## src/rtl/stump_mem_arbiter.sv

```systemverilog
// Arbitrates the Stump core and an external requester onto one single-port synchronous memory.
// Build option: define STUMP_ARB_STARVE_EN to let a waiting ext port break core priority.
module stump_mem_arbiter #(
    parameter int ADDR_W       = 16,
    parameter int DATA_W       = 16,
    parameter int STARVE_LIMIT = 4,
    localparam int CNT_W       = $clog2(STARVE_LIMIT + 1)
) (
    input  logic              clk,
    input  logic              rst,
    input  logic              core_req,
    input  logic              core_wen,
    input  logic [ADDR_W-1:0] core_addr,
    input  logic [DATA_W-1:0] core_wdata,
    output logic              core_gnt,
    output logic              core_rvalid,
    output logic [DATA_W-1:0] core_rdata,
    input  logic              ext_req,
    input  logic              ext_wen,
    input  logic [ADDR_W-1:0] ext_addr,
    input  logic [DATA_W-1:0] ext_wdata,
    output logic              ext_gnt,
    output logic              ext_rvalid,
    output logic [DATA_W-1:0] ext_rdata,
    output logic              mem_en,
    output logic              mem_wen,
    output logic [ADDR_W-1:0] mem_addr,
    output logic [DATA_W-1:0] mem_wdata,
    input  logic [DATA_W-1:0] mem_rdata,
    output logic              busy,
    output logic [1:0]        dbg_rd_owner,
    output logic [CNT_W-1:0]  dbg_starve_cnt
);

    // Handshake: a requester raises req with wen/addr/wdata and holds them stable until the
    // cycle its gnt is 1; that cycle is the transfer, and req may drop or change afterwards.

    typedef enum logic [1:0] {
        OWN_NONE = 2'd0,
        OWN_CORE = 2'd1,
        OWN_EXT  = 2'd2
    } owner_t;

    owner_t rd_owner_q;
    owner_t rd_owner_d;
    logic   starve_force;
    logic   any_gnt;
    logic   sel_wen;
    logic [ADDR_W-1:0] sel_addr;
    logic [DATA_W-1:0] sel_wdata;

`ifdef STUMP_ARB_STARVE_EN
    logic [CNT_W-1:0] starve_cnt;

    // Counts core wins while ext is kept waiting; ext wins at the limit, so it never wraps.
    always_ff @(posedge clk or negedge rst) begin
        if (!rst) begin
            starve_cnt <= '0;
        end else if (!ext_req || ext_gnt) begin
            starve_cnt <= '0;
        end else if (core_gnt && (starve_cnt != CNT_W'(STARVE_LIMIT))) begin
            starve_cnt <= starve_cnt + 1'b1;
        end
    end

    assign starve_force   = (starve_cnt == CNT_W'(STARVE_LIMIT));
    assign dbg_starve_cnt = starve_cnt;
`else
    assign starve_force   = 1'b0;
    assign dbg_starve_cnt = '0;
`endif

    assign core_gnt = rst && core_req && !(ext_req && starve_force);
    assign ext_gnt  = rst && ext_req && (!core_req || starve_force);
    assign any_gnt  = core_gnt || ext_gnt;

    always_comb begin
        sel_wen    = ext_wen;
        sel_addr   = ext_addr;
        sel_wdata  = ext_wdata;
        rd_owner_d = OWN_NONE;
        if (core_gnt) begin
            sel_wen   = core_wen;
            sel_addr  = core_addr;
            sel_wdata = core_wdata;
            if (!core_wen) rd_owner_d = OWN_CORE;
        end else if (ext_gnt && !ext_wen) begin
            rd_owner_d = OWN_EXT;
        end
    end

    always_ff @(posedge clk or negedge rst) begin
        if (!rst) begin
            mem_en      <= 1'b0;
            mem_wen     <= 1'b0;
            mem_addr    <= '0;
            mem_wdata   <= '0;
            rd_owner_q  <= OWN_NONE;
            busy        <= 1'b0;
            core_rvalid <= 1'b0;
            ext_rvalid  <= 1'b0;
            core_rdata  <= '0;
            ext_rdata   <= '0;
        end else begin
            mem_en     <= any_gnt;
            mem_wen    <= any_gnt && sel_wen;
            rd_owner_q <= rd_owner_d;
            busy       <= (rd_owner_d != OWN_NONE);
            if (any_gnt) begin
                mem_addr  <= sel_addr;
                mem_wdata <= sel_wdata;
            end
            // Memory answers during the cycle after mem_en; capture it for the read's owner.
            core_rvalid <= (rd_owner_q == OWN_CORE);
            ext_rvalid  <= (rd_owner_q == OWN_EXT);
            if (rd_owner_q == OWN_CORE) core_rdata <= mem_rdata;
            if (rd_owner_q == OWN_EXT)  ext_rdata  <= mem_rdata;
        end
    end

    assign dbg_rd_owner = rd_owner_q;

endmodule

```

## config.mk

```make
export PLATFORM = sky130hd
export DESIGN_NAME = stump_mem_arbiter
export DESIGN_NICKNAME = d
export VERILOG_FILES = /design/src/rtl/stump_mem_arbiter.sv
export SDC_FILE = /design/constraint.sdc
export NUM_CORES = 1
export LEC_CHECK = 0
export BUFFER_PORTS_ARGS = -buffer_cell sky130_fd_sc_hd__buf_4
export CORE_MARGIN = 4
export CORE_UTILIZATION = 40
export DETAILED_ROUTE_END_ITERATION = 16
export PLACE_DENSITY = 0.75
export SYNTH_ARGS = -nofsm -noshare
export SYNTH_HDL_FRONTEND = slang
export SYNTH_SLANG_ARGS = --single-unit
```

## constraint.sdc

```tcl
create_clock -name clk -period 2.83 [get_ports clk]
set_input_delay 0.1415 -clock clk [delete_from_list [all_inputs] [get_ports clk]]
set_output_delay 0.1415 -clock clk [all_outputs]
set_load 0.03 [all_outputs]
```

==> flow_results.org <==
** Synthesis
- Number of warnings printed during yosys synthesis :: 0
- Cell count after synthesis :: 242
- Number of enable-type register cells in the synthesized netlist :: 0
- Main area contributors after synthesis :: sky130_fd_sc_hd__dfrtp_1 (57%), sky130_fd_sc_hd__o32ai_1 (9.1%), sky130_fd_sc_hd__mux2_4 (8.7%), sky130_fd_sc_hd__o22ai_1 (6.5%), sky130_fd_sc_hd__mux2_2 (5.1%)
- Post-synthesis register bit count :: 71
- Synth unique cells :: 20
- List of most frequent post-synthesis cells :: sky130_fd_sc_hd__dfrtp_1 (71), sky130_fd_sc_hd__nor2_1 (34), sky130_fd_sc_hd__o22ai_1 (32), sky130_fd_sc_hd__o32ai_1 (32), sky130_fd_sc_hd__mux2_4 (18)
- The cell area that synthesis handed to floorplanning was 3090 sq um.
- Main flop type after synthesis :: sky130_fd_sc_hd__dfrtp_1
- Of the post-synthesis cell area, the dominant cell type holds 0.575.
- Mapped Avg Cell Area :: 12.8 sq um
- Most repeated cell in the gate-level netlist after synthesis :: sky130_fd_sc_hd__dfrtp_1
- sky130_fd_sc_hd__dfrtp_1 takes more of the synthesized area than any other cell.
- Of the synthesized area, sequential elements account for 0.575.
- Share of async-settable or async-resettable flops after synthesis :: 1.00

** Floorplan
- The initial utilization of the core area, before any placement, comes to 0.419.
- The die is 95.9 microns tall.
- Chip Width :: 95.9 microns
- Die area :: 9200 sq um
- In this run the core area contains 31 standard-cell rows.
- In this run the count of I/O pins placed on the die edge is 162.
- Area of the placeable core :: 7370 sq um

** Routing
- After detailed routing, the number of vias per cell comes to 5.27.
- The pre-antenna-repair detailed-routing pass consisted of 4 iterations.
- DR vias :: 2,623
- The detailed router finished its first iteration with 88 violations.
- Once detail routing completed, the nets flagged for antenna violations numbered 0.
- DR DRC count :: 0
- Wires add up to 8300 microns.
- In the final routed layout, each cell accounts on average for 16.7 microns.

** Setup path
- STA classifies the critical path startpoint as a flip-flop.
- Startpoint of the worst setup timing path :: dbg_rd_owner[1]$_DFF_PN0_
- Required arrival time at the worst endpoint :: 3040 ps
- The worst setup path is captured at a flip-flop.
- Measured in cells, the most critical reg-to-reg path has a length of 2.
- In this run the critical register-to-register path is launched from dbg_rd_owner[1]$_DFF_PN0_.
- Data arrival time of the critical path :: 1860 ps
- Type of the worst setup path :: flip-flop to flip-flop
- Max FO, Critical Path :: 17

** Worst hold path
- The worst hold path belongs to the class input pin to flip-flop.
- Number of cells on the worst hold path :: 3
- Launch instance of the worst min-delay path :: core_addr[10]

** Cells and area
- Fill cells in the final layout number 648.
- The net count of the finished layout is 480.
- The finished layout holds 498 standard cells, fillers aside.
- Compared with the post-synthesis result, the final layout area differs by 45.3%.
- The repair_antennas step left the layout with diodes totalling 0.
- Of the cells placed in the final design, the portion with a size suffix greater than 1 is 0.529.
- The finished cells cover 4490 sq um.

** Power and ir drop
- For this design the static power due to leakage is 2.12 nW.
- Of the total power, the share spent switching nets is 0.332.
- The share of total power dissipated in the clock network is 0.266.
- Of the total power, combinational logic draws 0.327.
- Peak supply drop :: 0.343 mV
- Power density over the cells :: 717 nW/um^2
- Power share of the sequential group :: 0.406
- Internal Dissipation :: 2.15 mW
- Switching pwr :: 1.07 mW
- After layout, the design draws a total of 3.22 mW.

** Placement
- Counting tap cells, the placed design contains a total of 480 instances.
- At the end of routability-driven placement, the weighted congestion stood at 0.754.
- Summed over all nets, the half-perimeter wirelength after detailed placement is 6060 microns.
- # port buffers :: 158
- Area after detailed placement :: 4260 sq um

** STA
- Post-route minimum period :: 1650 ps
- The number of pins exceeding their max-slew limit in the final report came to 0.
- Derived from the worst setup path, the maximum achievable clock frequency is 0.604 GHz.
- Between clock sinks in the finished design, the worst skew comes to 5.38 ps.
- Setup violations remaining at the end of the flow were counted as 0.
- Setup TNS Final :: 0 ps
- Headroom to the max-slew limit came out at 0.347.
- At the pin with the least slew margin, the transition time is 979 ps.
- The final count of hold timing violations was 0.
- Fin crit share :: 0.585
- Setup repair after global routing left no endpoint under its margin.

** Clock tree
- After clock tree synthesis, the clock-pin slew on the worst setup and hold paths is 80 ps.
- For the worst-skew pair, the clock arrives at the later sink with an insertion delay of 330 ps.
- TritonCTS created 9 clock buffers.
- TritonCTS built the clock tree.
- Root buffer selected by CTS :: sky130_fd_sc_hd__clkbuf_8
- The number of setup buffers added after CTS is 0.
- Number of buffers between clock root and the deepest sink :: 2
- The clock drives 71 sinks.
- Number of levels in the clock H-tree :: 3

** GRT
- Wire length of the first global-routing pass :: 13,000 microns
- Entering global routing, the biggest net connects 85 pins.
- The initial antenna violation count came to 0.
- Global-route usage over all layers :: 0.182
- Number of global-route vias before repair :: 2,661
- Grt total ovfl :: 0

** Flow run
- Across the run, the number of max-cap violations was 0.

** Status
- The run finished with clean final reports.
-- cells by family after synthesis --
group	Yosys count	share of synthesized area
and+or+nand+nor	45	0.0632
muxes	32	0.138
buffers and inverters	27	0.0619
other	1	0.00121
AOI/OAI and AO/OA	66	0.160
DFF	71	0.575
-- power groups by stage --
stage / Clock (mW) / Combinational (mW) / Sequential (mW)
finish: 0.856 / 1.05 / 1.31
global placement: 0 / 1.04 / 1.32
global route: 0.934 / 1.12 / 1.33
CTS: 0.887 / 1.07 / 1.31
floorplan: 0 / 0.273 / 1.65
detailed placement: 0 / 1.06 / 1.32
-- metrics by stage --
| stage | setup WS, ps | utilization | hold WS (ps) |
|---|---|---|---|
| finish | 1180 | 0.609 | 53.9 |
| CTS | 1150 | 0.609 | 32.8 |
| floorplan | 1420 | - | -154 |
| global placement | 1220 | 0.578 | 316 |
| global route | 1020 | 0.609 | 34.8 |
| detailed placement | 1160 | 0.578 | 319 |
-- worst max-delay path: stages (launching register included) --
cell,delay (ps)
sky130_fd_sc_hd__dfrtp_1,360
sky130_fd_sc_hd__nand2b_1,760
sky130_fd_sc_hd__mux2_2,420
-- final cells by class --
type / instances / area [sq um] / area share
Multi-Input combinational cell: 146 / 1130 / 0.252
Tap cell: 99 / 124 / 0.0276
Sequential cell: 71 / 1780 / 0.396
Inverter: 2 / 7.51 / 0.00167
Timing Repair Buffer: 164 / 1240 / 0.275
Clock inverter: 5 / 82.6 / 0.0184
Clock buffer: 11 / 131 / 0.0293
-- layer usage --
metal	track usage	wire (microns)
met1	0.239	3430
met2	0.303	4160
met3	0.0399	669
met4	0.0533	41
met5	0	0
-- final timing paths --
| kind | slack, ps | endpoint |
|---|---|---|
| worst max-delay path | 1180 | core_rdata[5]$_DFFE_PN0P_ |
| worst max register to register | 1180 | core_rdata[5]$_DFFE_PN0P_ |
| min in group asynchronous | 80 | mem_addr[10]$_DFFE_PN0P_ |
| worst min register to register | 510 | core_rdata[15]$_DFFE_PN0P_ |
| max in group asynchronous | 1900 | ext_rdata[5]$_DFFE_PN0P_ |
| worst min-delay path | 50 | mem_addr[10]$_DFFE_PN0P_ |
-- flip-flops by register name, summed over array words and instances, names as in the netlist, 2 cells and up --
name,count
dbg_rd_owner,2
core_rdata,16
ext_rdata,16
mem_addr,16
mem_wdata,16
-- layout by cell type, fill, tap and decap left out, types with 2 or more instances in the layout --
master,count
sky130_fd_sc_hd__dlygate4sd3_1,2
sky130_fd_sc_hd__clkbuf_1,2
sky130_fd_sc_hd__mux2_4,18
sky130_fd_sc_hd__o22ai_1,32
sky130_fd_sc_hd__nor2b_1,4
sky130_fd_sc_hd__inv_1,2
sky130_fd_sc_hd__nor2_1,34
sky130_fd_sc_hd__o32ai_1,32
sky130_fd_sc_hd__clkinv_4,2
sky130_fd_sc_hd__bufinv_16,2
sky130_fd_sc_hd__dfrtp_1,71
sky130_fd_sc_hd__mux2_2,14
sky130_fd_sc_hd__buf_4,162
sky130_fd_sc_hd__nand2_2,2
sky130_fd_sc_hd__conb_1,3
sky130_fd_sc_hd__clkbuf_8,9
-- timing repair --
item,4_1_cts,5_1_grt
hold buffers,2,0
resized for setup,0,0
setup endpoints to repair,0,0
hold endpoints to repair,2,0
(Power assumes the default switching activity.)
